### src/rtl/exec_unit_pkg.sv
// Shared types for the execution stage: sequencer states, opcode encoding and shift width.
package exec_unit_pkg;

    typedef enum logic [2:0] {
        SRST   = 3'd0,
        SFETCH = 3'd1,
        SLOAD1 = 3'd2,
        SLOAD2 = 3'd3,
        SCALC  = 3'd4,
        SWRITE = 3'd5,
        SERR   = 3'd6,
        SHALT  = 3'd7
    } SequencerState;

    typedef enum logic [3:0] {
        OpNop  = 4'd0,
        OpAdd  = 4'd1,
        OpSub  = 4'd2,
        OpAnd  = 4'd3,
        OpOr   = 4'd4,
        OpXor  = 4'd5,
        OpShl  = 4'd6,
        OpShr  = 4'd7,
        OpMov  = 4'd8,
        OpMul  = 4'd9,
        OpDiv  = 4'd10,
        OpHalt = 4'd15
    } ExecOpcode;

    localparam int unsigned ShiftW = 3;

    // Only real operations produce something worth writing back.
    function automatic logic op_writes(input logic [3:0] op);
        return (op != OpNop) && (op != OpHalt);
    endfunction

endpackage

### src/rtl/exec_muldiv.sv
// Iterative shift-add multiplier and restoring divider, one bit per cycle.
// The divider half is only built when EXEC_DIV_EN is defined.
module exec_muldiv
    import exec_unit_pkg::*;
#(
    parameter int unsigned Width = 8
) (
    input  logic             clk_i,
    input  logic             rstn_i,
    input  logic             clr_i,
    input  logic             start_i,
    input  logic             div_i,
    input  logic [Width-1:0] a_i,
    input  logic [Width-1:0] b_i,
    output logic             busy_o,
    output logic             done_o,
    output logic [Width-1:0] res_o,
    output logic             hi_nz_o,
    output logic             rem_nz_o
);
    localparam int unsigned CntW = $clog2(Width);
    localparam int unsigned AccW = 2 * Width;

    logic [CntW-1:0] cnt_q, cnt_d;
    logic [AccW-1:0] acc_q, acc_d;
    logic            busy_q, busy_d;
    logic            active, last;

    // start_i is the first iteration itself, so WIDTH iterations take WIDTH cycles.
    assign active = start_i || busy_q;

    always_comb begin
        cnt_d  = cnt_q;
        acc_d  = acc_q;
        busy_d = busy_q;
        last   = 1'b0;
        if (clr_i) begin
            cnt_d  = '0;
            busy_d = 1'b0;
        end else if (active) begin
            last   = (cnt_q == CntW'(Width - 1));
            busy_d = !last;
            cnt_d  = last ? '0 : cnt_q + 1'b1;
            acc_d  = (start_i ? '0 : acc_q) + (b_i[cnt_q] ? (AccW'(a_i) << cnt_q) : '0);
        end
    end

    always_ff @(posedge clk_i) begin
        if (!rstn_i) begin
            cnt_q  <= '0;
            acc_q  <= '0;
            busy_q <= 1'b0;
        end else begin
            cnt_q  <= cnt_d;
            acc_q  <= acc_d;
            busy_q <= busy_d;
        end
    end

    assign busy_o  = busy_q;
    assign done_o  = last;
    assign hi_nz_o = |acc_d[AccW-1:Width];

`ifdef EXEC_DIV_EN
    logic [Width-1:0] quo_q, quo_d, rem_q, rem_d, rem_base, quo_base;
    logic [Width:0]   trial, trial_sub;
    logic [CntW-1:0]  bit_idx;

    always_comb begin
        quo_d     = quo_q;
        rem_d     = rem_q;
        bit_idx   = CntW'(Width - 1) - cnt_q;
        rem_base  = start_i ? '0 : rem_q;
        quo_base  = start_i ? '0 : quo_q;
        trial     = {rem_base, a_i[bit_idx]};
        trial_sub = trial - {1'b0, b_i};
        if (!clr_i && active) begin
            if (trial >= {1'b0, b_i}) begin
                rem_d = trial_sub[Width-1:0];
                quo_d = {quo_base[Width-2:0], 1'b1};
            end else begin
                rem_d = trial[Width-1:0];
                quo_d = {quo_base[Width-2:0], 1'b0};
            end
        end
    end

    always_ff @(posedge clk_i) begin
        if (!rstn_i) begin
            quo_q <= '0;
            rem_q <= '0;
        end else begin
            quo_q <= quo_d;
            rem_q <= rem_d;
        end
    end

    assign res_o    = div_i ? quo_d : acc_d[Width-1:0];
    assign rem_nz_o = |rem_d;
`else
    logic unused_div;
    assign unused_div = div_i;
    assign res_o      = acc_d[Width-1:0];
    assign rem_nz_o   = 1'b0;
`endif

endmodule

### src/rtl/exec_unit.sv
// Execution stage behind the CPU sequencer: latches opcode/operands, runs ALU or MUL/DIV in SCALC.
// Define EXEC_DIV_EN to build the divider; otherwise DIV is decoded as an illegal opcode.
module exec_unit
    import exec_unit_pkg::*;
#(
    parameter int unsigned WIDTH = 8,
    parameter int unsigned OPW   = 4
) (
    input  logic             clk,
    input  logic             rstn,
    input  SequencerState    q,
    input  logic [OPW-1:0]   opcode_in,
    input  logic [WIDTH-1:0] a_in,
    input  logic [WIDTH-1:0] b_in,
    output logic [WIDTH-1:0] result,
    output logic             zero,
    output logic             carry,
    output logic             wr_en,
    output logic             nxt_line,
    output logic             finish,
    output logic             err
);
    logic [OPW-1:0]   opcode_q, opcode_d;
    logic [WIDTH-1:0] a_q, a_d, b_q, b_d, result_q, result_d;
    logic             zero_q, zero_d, carry_q, carry_d, err_q, err_d, done_q, done_d;

    logic             in_calc;
    logic [ShiftW-1:0] sh_amt;
    logic [WIDTH:0]   sum, diff, shl_w, shr_w;
    logic             upd, carry_new;
    logic [WIDTH-1:0] res_new;

    logic             md_run, md_start, md_busy, md_done, md_hi_nz, md_rem_nz, md_div;
    logic [WIDTH-1:0] md_res;

    assign in_calc = (q == SCALC);
    assign sh_amt  = b_q[ShiftW-1:0];
    assign sum     = {1'b0, a_q} + {1'b0, b_q};
    assign diff    = {1'b0, a_q} - {1'b0, b_q};
    // Extra bit on the outgoing side catches the last bit shifted out.
    assign shl_w   = {1'b0, a_q} << sh_amt;
    assign shr_w   = {a_q, 1'b0} >> sh_amt;
    assign md_div  = (opcode_q == OpDiv);
    assign md_start = md_run && !md_busy;

    always_comb begin
        opcode_d  = (q == SLOAD1) ? opcode_in : opcode_q;
        a_d       = (q == SLOAD2) ? a_in : a_q;
        b_d       = (q == SLOAD2) ? b_in : b_q;
        result_d  = result_q;
        zero_d    = zero_q;
        carry_d   = carry_q;
        err_d     = err_q;
        done_d    = in_calc ? done_q : 1'b0;
        md_run    = 1'b0;
        upd       = 1'b0;
        res_new   = result_q;
        carry_new = 1'b0;
        if (in_calc && !done_q) begin
            case (opcode_q)
                OpNop: done_d = 1'b1;
                OpAdd: begin upd = 1'b1; res_new = sum[WIDTH-1:0];  carry_new = sum[WIDTH];  end
                OpSub: begin upd = 1'b1; res_new = diff[WIDTH-1:0]; carry_new = diff[WIDTH]; end
                OpAnd: begin upd = 1'b1; res_new = a_q & b_q; end
                OpOr:  begin upd = 1'b1; res_new = a_q | b_q; end
                OpXor: begin upd = 1'b1; res_new = a_q ^ b_q; end
                OpShl: begin upd = 1'b1; res_new = shl_w[WIDTH-1:0]; carry_new = shl_w[WIDTH]; end
                OpShr: begin upd = 1'b1; res_new = shr_w[WIDTH:1];   carry_new = shr_w[0];     end
                OpMov: begin upd = 1'b1; res_new = b_q; end
                OpMul: begin
                    md_run    = 1'b1;
                    upd       = md_done;
                    res_new   = md_res;
                    carry_new = md_hi_nz;
                end
`ifdef EXEC_DIV_EN
                OpDiv: begin
                    if (b_q == '0) begin
                        err_d = 1'b1;
                    end else begin
                        md_run    = 1'b1;
                        upd       = md_done;
                        res_new   = md_res;
                        carry_new = md_rem_nz;
                    end
                end
`endif
                OpHalt: begin
                end
                default: err_d = 1'b1;
            endcase
        end
        if (upd) begin
            result_d = res_new;
            zero_d   = (res_new == '0);
            carry_d  = carry_new;
            done_d   = 1'b1;
        end
    end

    always_ff @(posedge clk) begin
        if (!rstn) begin
            opcode_q <= OpNop;
            a_q      <= '0;
            b_q      <= '0;
            result_q <= '0;
            zero_q   <= 1'b0;
            carry_q  <= 1'b0;
            err_q    <= 1'b0;
            done_q   <= 1'b0;
        end else begin
            opcode_q <= opcode_d;
            a_q      <= a_d;
            b_q      <= b_d;
            result_q <= result_d;
            zero_q   <= zero_d;
            carry_q  <= carry_d;
            err_q    <= err_d;
            done_q   <= done_d;
        end
    end

    exec_muldiv #(
        .Width(WIDTH)
    ) u_muldiv (
        .clk_i   (clk),
        .rstn_i  (rstn),
        .clr_i   (!in_calc),
        .start_i (md_start),
        .div_i   (md_div),
        .a_i     (a_q),
        .b_i     (b_q),
        .busy_o  (md_busy),
        .done_o  (md_done),
        .res_o   (md_res),
        .hi_nz_o (md_hi_nz),
        .rem_nz_o(md_rem_nz)
    );

    assign result   = result_q;
    assign zero     = zero_q;
    assign carry    = carry_q;
    assign err      = err_q;
    assign nxt_line = in_calc && done_q && !err_q;
    assign finish   = in_calc && (opcode_q == OpHalt);
    assign wr_en    = (q == SWRITE) && op_writes(opcode_q);

endmodule

### config.mk
export PLATFORM = sky130hd
export DESIGN_NAME = exec_unit
export DESIGN_NICKNAME = d
export VERILOG_FILES = /design/src/rtl/exec_unit_pkg.sv /design/src/rtl/exec_muldiv.sv /design/src/rtl/exec_unit.sv
export SDC_FILE = /design/constraint.sdc
export NUM_CORES = 1
export LEC_CHECK = 0
export BUFFER_PORTS_ARGS = -buffer_cell sky130_fd_sc_hd__buf_2
export CAP_MARGIN = 20
export CORE_ASPECT_RATIO = 2
export CORE_UTILIZATION = 40
export CTS_CLUSTER_SIZE = 8
export DETAILED_ROUTE_END_ITERATION = 8
export GPL_ROUTABILITY_DRIVEN = 0
export SYNTH_ARGS = -nofsm -noshare
export SYNTH_HDL_FRONTEND = slang
export SYNTH_SLANG_ARGS = --single-unit
### constraint.sdc
create_clock -name clk -period 12.7 [get_ports clk]
set_input_delay 1.27 -clock clk [delete_from_list [all_inputs] [get_ports clk]]
set_output_delay 1.27 -clock clk [all_outputs]
set_load 0.005 [all_outputs]
# After elaboration in Yosys (flattened, before gate mapping)
# Index checks and enable logic that the tools add are counted.
# totals
regBits,52
wordCells,80
output_inout_bits,14
# classes
muxes,21
bitwise_logic,4
n_eq_ne,16
reduce_logical,20
shift,3
magnitude_cmp,1
addsub,4
# ops
op,n
$pmux W8 S9,1
$mux W16,4
$add A16 B16 Y16,1
$eq A4 B3 Y1 const B,4
$reduce_or A8 Y1,2
$shl A8 B3 Y16,1
$eq A4 B4 Y1 const B,3
$mux W1,11
$reduce_or A11 Y1,1
$add A8 B8 Y9,1
$eq A3 B3 Y1 const B,3
$shl A8 B3 Y9,1
$shr A9 B3 Y9,1
$sub A8 B8 Y9,1
$and A8 B8 Y8,1
$eq A4 B2 Y1 const B,2
$logic_not A8 Y1,1
$mux W8,1
$or A8 B8 Y8,1
$xor A8 B8 Y8,1
$logic_and A1 B1 Y1,7
$eq A3 B2 Y1 const B,2
$pmux W1 S5,1
$eq A4 B1 Y1 const B,1
12 further kinds,16

# Longest topological paths before layout
# Gate-level depths: netlist of the first run.
# depth
word_depth,11
ltp_mapped,17

# Modules after synthesis
# From an unflattened synthesis of the first run, not the netlist that was laid out.
# hier_totals
hier_cells,756
hier_area_um2,5642.9
# modules_own_cells
mod,instances,cells_each,area_each_um2,seq_area_each_um2
exec_unit,1,470,3558.4,640.6
exec_muldiv,1,286,2084.5,400.4

# Worst setup path before layout of the first run
# No wires, ideal clock.
# synth_path
path_kind,input to register
start,input port q[0]
end,register carry_q (netlist: carry)
stages,15
required_time_ps,12568
setup_slack_ps,7980
path_buffers,2
setup_ps,132
arrival_ps,4588
cell_sequence,buf_6 -> nor4b_4 -> nand2_1 -> nor2_1 -> clkbuf_1 -> nor2b_1 -> fa_1 -> a211oi_1 -> o211ai_1 -> and2_1 -> a41o_1 -> or3_1 -> a31o_2 -> nor2_1 -> a31oi_1
# synth_via
elab_chain_cells,11
# synth_rtl
item,line,rtl
from (decl),exec_unit.sv:11,"input SequencerState q,"
$eq A3 B3 Y1 *,exec_unit.sv:36,assign in_calc = (q == SCALC);
$logic_and A1 B1 Y1,exec_unit.sv:59,if (in_calc && !done_q) begin
$mux W1,exec_unit.sv:59,
$logic_and A1 B1 Y1,exec_unit.sv:44,assign md_start = md_run && !md_busy;
$mux W16,exec_muldiv.sv:44,acc_d = (start_i ? '0 : acc_q) + (b_i[cnt_q] ? (AccW'(a_i) << cnt_q) : '0);
$add A16 B16 Y16,exec_muldiv.sv:44,
$mux W16,exec_muldiv.sv:40,end else if (active) begin
$mux W16,exec_muldiv.sv:37,if (clr_i) begin
$reduce_or A8 Y1,exec_muldiv.sv:62,assign hi_nz_o = |acc_d[AccW-1:Width];
$pmux W1 S5,exec_unit.sv:60,case (opcode_q)
$mux W1,exec_unit.sv:59,
to (signal assigned),exec_unit.sv:117,carry_q <= carry_d;
to (decl),exec_unit.sv:25,"logic zero_q, zero_d, carry_q, carry_d, err_q, err_d, done_q, done_d;"
# Every way passes the cells marked *; elsewhere a longest branch is shown, timed or not.
# A chain may end at the register's enable or synchronous reset.

# Final worst setup path of the first run
# layout_path
start,input port q[0]
end,register zero_q (netlist: zero)
# layout_via
elab_chain_cells,11
# layout_rtl
item,line,rtl
$eq A3 B3 Y1 *,exec_unit.sv:36,
$logic_and A1 B1 Y1,exec_unit.sv:59,
$mux W1,exec_unit.sv:59,
$logic_and A1 B1 Y1,exec_unit.sv:44,
$mux W16,exec_muldiv.sv:44,
$add A16 B16 Y16,exec_muldiv.sv:44,
$mux W16,exec_muldiv.sv:40,
$mux W16,exec_muldiv.sv:37,
$pmux W8 S9,exec_unit.sv:60,
$mux W8,exec_unit.sv:59,
$logic_not A8 Y1,exec_unit.sv:95,zero_d = (res_new == '0);
to (signal assigned),exec_unit.sv:116,zero_q <= zero_d;
to (decl),exec_unit.sv:25,
# Marked as above.

==> results of run 1 <==
## flip-flops by register name (all words and copies together), names as in the netlist
| register | count |
|---|---|
| a_q | 8 |
| b_q | 8 |
| carry | 1 |
| done_q | 1 |
| err | 1 |
| opcode_q | 4 |
| result | 8 |
| u_muldiv.acc_q | 16 |
| u_muldiv.busy_o | 1 |
| u_muldiv.cnt_q | 3 |
| zero | 1 |
## metrics by stage
stage	util, %	total power [mW]	hold WS, ns	cell area (um2)
2_1_floorplan	-	0.216	0.432	5440
3_3_place_gp	42.5	0.234	0.441	5680
3_5_place_dp	42.5	0.235	0.445	5680
4_1_cts	43.6	0.377	0.469	5820
5_1_grt	43.6	0.389	0.507	5820
6_report	43.6	0.378	0.474	5820
## worst max-delay path by stage
| stage | to | cells past startpoint |
|---|---|---|
| after floorplan | carry$_SDFFE_PN0P_ | 15 |
| after global placement | carry$_SDFFE_PN0P_ | 15 |
| after detailed placement | zero$_SDFFE_PN0P_ | 15 |
| after CTS | zero$_SDFFE_PN0P_ | 15 |
| after global routing | carry$_SDFFE_PN0P_ | 15 |
| final | zero$_SDFFE_PN0P_ | 15 |
## power by group
| group | switching (mW) | internal (mW) | total, mW |
|---|---|---|---|
| logic | 0.0383 | 0.0237 | 0.0620 |
| registers | 0.00566 | 0.166 | 0.171 |
| clock network | 0.0713 | 0.0738 | 0.145 |
| total | 0.115 | 0.263 | 0.378 |
## cell families (layout without fill, tap and decap cells)
kind of cell	after synthesis	after routing	synth area share (%)
AND/OR/NAND/NOR	298	298	27.9
AO/OA/AOI/OAI	199	199	24.1
buffers and inverters	88	91	6.60
flip-flops	52	52	19.1
adder cells (fa/ha/maj)	45	45	10.8
multiplexers	35	35	9.27
XOR/XNOR	14	14	2.25
## cells in the mapped netlist (all sizes together), types with 4 or more instances
cell type | number | area [um2]
nand3 | 14 | 75.1
nor3 | 14 | 70.1
nor2b | 27 | 169
nand3b | 4 | 30.0
nor4 | 6 | 37.5
o21bai | 5 | 37.5
mux2i | 20 | 200
xor2 | 9 | 78.8
and2 | 9 | 56.3
buf | 20 | 104
mux4 | 12 | 270
nand2b | 10 | 62.6
clkbuf | 34 | 128
o2111ai | 4 | 35.0
o21ai | 26 | 130
nor2 | 76 | 285
nor4b | 6 | 67.6
a31oi | 10 | 62.6
inv | 33 | 124
a2bb2oi | 5 | 43.8
and3 | 7 | 43.8
o211ai | 8 | 60.1
nand4b | 4 | 35.0
dfxtp | 52 | 1040
or4 | 5 | 37.5
a32oi | 4 | 35.0
xnor2 | 5 | 43.8
nand2 | 88 | 330
a21oi | 76 | 380
ha | 42 | 526
nor3b | 5 | 37.5
nand4 | 7 | 43.8
a21o | 8 | 60.1
a211oi | 10 | 75.1
## final cells by class
class | instances | area (um2) | share of cell area [%]
clock inverters | 3 | 21.3 | 0.365
well taps | 155 | 194 | 3.33
repair buffers | 49 | 273 | 4.69
inverters | 34 | 128 | 2.19
multi-input cells | 591 | 4040 | 69.4
flip-flops and latches | 52 | 1040 | 17.9
clock buffers | 5 | 125 | 2.15
## tightest hold or removal path: stages, from the launching register on
cell and delay, ns:
dfxtp_1 0.32, nand2_1 0.05, a21oi_1 0.06
## metal layers
layer | up-vias | part of all wire [%]
met2 | 275 | 53
met5 | - | 0
li1 | 2645 | -
met4 | 0 | 8.4
met1 | 2713 | 34
met3 | 89 | 4.6
==> run metrics, run 1 <==
number of flops mapped to enable cells by yosys=0; GR Util met2=53.8%; global-route wire length before repair=just over 30 mm; wirelength, routed=~20 mm; Starting Density=around two fifths; Async SR Flop Fraction=0%; Setup crit end kind=flip-flop; Synth warnings=0; cell count of the worst reg-to-reg path=14; Final Hold Vio Count=0; IO Port Bufs=38; Via density=6.44; leakage=2.28 nW; min-delay src=u_muldiv.acc_q[5]$_SDFF_PN0_; placed insts=just under 900; synthesized area=5440 um2; Die X=about 84 um; postcts setup bufs=0; CP arrival=about 5.5 ns; predominant post-synthesis flop cell=dfxtp_1; Worst EP required=12.91 ns; # clock sinks=52; vias in the first global route=5726; drt wl/cell=approximately 22 um; PwrDens=about 65 nW/um2; Worst R2R Start=opcode_q[1]$_SDFFE_PN0N_; fin worst setup slack=between 7 and 8 ns; Max Cap Violations=0; Worst VDD drop=around 0.068 mV; drc violations=2; Cells after Synth=731; synthesized area per cell=7.44 um2; Core Area=approximately 13000 um2; min Tclk post-route=~5.2 ns; Crit path buffers/inverters=1; final period utilization=between 40 and 50%; Hold Crit Depth=2; Post-DP HPWL=between 15 and 20 mm; Mapped Nets=roughly 800; Die Ht=167 um; global route overflow=0; Startpoint Class=primary input; CTS buffer count=5; WHS Endpoint=u_muldiv.acc_q[5]$_SDFF_PN0_; Least-Margin Pin Slew=approximately 1.1 ns; Syn-to-layout area delta=7.01%; crit-path max cell delay=just under 0.8 ns; synth unique cells=between 70 and 80; crit path launch=q[0]; DIE AREA=between 10000 and 15000 um2; commonest cells after routing, fill and taps aside=nand2_1, nor2_1, a21oi_1, dfxtp_1, ha_1; status=finished, violations left; share of cells above drive strength 1=between 10% and 20%; violated checks=design-rule violations; hold buffer count at cts=0; busiest grt layer=met2; later-pin clock latency in the skew report=0.30 ns; sequential share of the synthesized area=19.1%; GRT met3 Usage=under 10%; flop2flop setup slack=7.73 ns; met1 GRT Util=approximately a quarter; pre-CTS setup slack=roughly 7.2 ns; Routed Antenna Nets=0; setup tns final=0 ns; initial antenna violation count=0; vias=between 5000 and 6000; largest net degree at the start of global routing=just over 40; row count=60; CP Max Fanout=15; Layout Cells excl Fill=approximately 890; CTS H-tree lvls=2; # fillers=~1400; DRT Pass-1 Iters=7; Crit Path Class=primary input to flip-flop; Slew Viols, Final=0; Crit-path slowest cell=nor2_1; Crit path max-delay family=simple AND/OR/NAND/NOR gates; Hold WC Path Type=flip-flop to flip-flop; Setup Skew=between 0.009 and 0.01 ns; commonest non-fill, non-tap cell in the layout=nand2_1; synthesis-stage register bit count=52; Worst R2R End=zero$_SDFFE_PN0P_; antenna cell count=0; normalized max-slew margin=approximately 28%; most used cell, CP=nand2_1; Total GRT Usage=approximately 28%; CTS tree=yes; post-CTS sizing=0; # setup viols final=0; Fmax achieved=between 150 and 200 MHz; critical-path cell list=buf_2 > nor4b_4 > nand2_1 > nor2_1 > nor2b_1 > ha_1 > fa_1 > a211oi_1 > o21ai_0 > nand2_1 > xor2_1 > nor3_1 > o32a_1 > or2_1 > o41ai_2; Detailed Route Iter0 Violations=slightly below 400; RSZ-0062 raised after global routing=false; Final #Nets=803; # IOs=39; Reg clk slew, reported paths=roughly 0.080 ns; CTS root buf=clkbuf_16; CTS Buffer Depth=2
No activity file was read; power rests on OpenSTA's default activity.
==> run 2: changes to the inputs <==
clock period = 4.7 ns   (was 12.7 ns; I/O delays follow)
==> run 2 against run 1 <==
The run still ends with design-rule violations left. Final cell count grew 1.3%. Non-clock buffer count rose by 12. Combinational power increased to 2.9 times the previous value. Global-route usage increased by 0.64 points. Largest cell class unchanged.
==> run metrics, run 2 (synthesized netlist as in run 1, its figures left out) <==
status=finished, violations left; violated checks=design-rule violations; # clock sinks=between 50 and 60; Via density=between 6 and 7; commonest non-fill, non-tap cell in the layout=nand2_1; Routed Antenna Nets=0; # IOs=39; Die X=84.5 um; Setup Skew=0.00788 ns; max reg flops=16; CTS H-tree lvls=2; Worst VDD drop=around 0.22 mV; min Tclk post-route=about 4.0 ns; Post-DP HPWL=approximately 15 mm; CTS tree=yes; drc violations=3; global-route wire length before repair=a little over 30 mm; Startpoint Class=flip-flop; Worst EP required=roughly 5 ns; largest net degree at the start of global routing=42; Detailed Route Iter0 Violations=between 400 and 500; Final Hold Vio Count=0; Least-Margin Pin Slew=approximately 0.95 ns; post-CTS sizing=0; Core Area=~13000 um2; CTS Buffer Depth=2; Syn-to-layout area delta=8.74%; Slew Viols, Final=0; share of cells above drive strength 1=12.9%; antenna cell count=0; initial antenna violation count=0; wirelength, routed=20.0 mm; CTS root buf=clkbuf_16; drt wl/cell=about 22 um; CP arrival=4.17 ns; row count=60; CTS buffer count=5; RSZ-0062 raised after global routing=false; setup tns final=0 ns; Starting Density=approximately two fifths; CP Max Fanout=5; Fmax achieved=about 250 MHz; vias in the first global route=roughly 5800; global route overflow=0; hold buffer count at cts=0; PwrDens=between 150 and 200 nW/um2; Die Ht=approximately 170 um; Hold WC Path Type=primary input to flip-flop; final period utilization=between 80% and 90%; Top reg by flops=u_muldiv.acc_q; normalized max-slew margin=36.4%; leakage=~2.3 nW; vias=around 5700; total power=1.03 mW; commonest cells after routing, fill and taps aside=nand2_1, nor2_1, a21oi_1, dfxtp_1, ha_1; IO Port Bufs=38; Final #Nets=around 820; later-pin clock latency in the skew report=just over 0.3 ns; # setup viols final=0; DRT Pass-1 Iters=8; Max Cap Violations=0; Setup crit end kind=flip-flop; Total GRT Usage=28.8%; Crit Path Class=flip-flop to flip-flop; Reg clk slew, reported paths=0.08 ns; postcts setup bufs=0; DIE AREA=14100 um2
run 2: final cells by class:
| cell class | instances | area, um2 |
|---|---|---|
| tap | 155 | 194 |
| fill | 1415 | 7450 |
| clock buffer | 5 | 125 |
| multi-input combinational | 591 | 4040 |
| clock inverter | 3 | 21.3 |
| inverter | 34 | 128 |
| sequential | 52 | 1040 |
| timing repair buffer | 61 | 367 |
run 2: path summary, 6_finish.rpt:
check	slack, ns	start	cells after the start	endpoint
max	0.75	u_muldiv.cnt_q[0]$_SDFFE_PN0N_	13	zero$_SDFFE_PN0P_
min	0.39	b_in[5]	3	b_q[5]$_SDFFE_PN0N_
min reg2reg	0.46	u_muldiv.acc_q[4]$_SDFF_PN0_	2	u_muldiv.acc_q[4]$_SDFF_PN0_
max reg2reg	0.75	u_muldiv.cnt_q[0]$_SDFFE_PN0N_	13	zero$_SDFFE_PN0P_
run 2: power by group:
part,switching [mW],internal [mW],total [mW]
Sequential,0.00886,0.447,0.456
Combinational,0.111,0.0667,0.178
Clock,0.201,0.200,0.401
run 2: layer usage:
metal,up-vias,wire (um),track usage (%)
met2,235,10700,54.7
met4,0,1600,21.5
met5,-,0,0
li1,2671,-,-
met1,2721,6830,27.5
met3,90,878,3.52
run 2: critical path: stages (launching register included):
cell and delay [ns]:
dfxtp_1 0.44, mux4_2 0.54, nand2_1 0.15, nor4_1 0.11
ha_1 0.24, fa_1 0.41, a211oi_1 0.43, nor2_1 0.12
xor2_1 0.20, a2111o_1 0.48, nor2_1 0.13, nor2_1 0.07
a2111o_1 0.30, o41ai_2 0.22
run 2: stage by stage:
step	instances	instance area, um2	hold WS [ns]	util (%)	setup slack, ns
detailed placement	893	5770	0.448	43.2	0.619
finish	901	5920	0.387	44.3	0.747
CTS	901	5920	0.391	44.3	0.816
floorplan	731	5440	0.432	-	0.709
global placement	892	5760	0.446	43.1	0.687
global route	901	5920	0.398	44.3	0.511
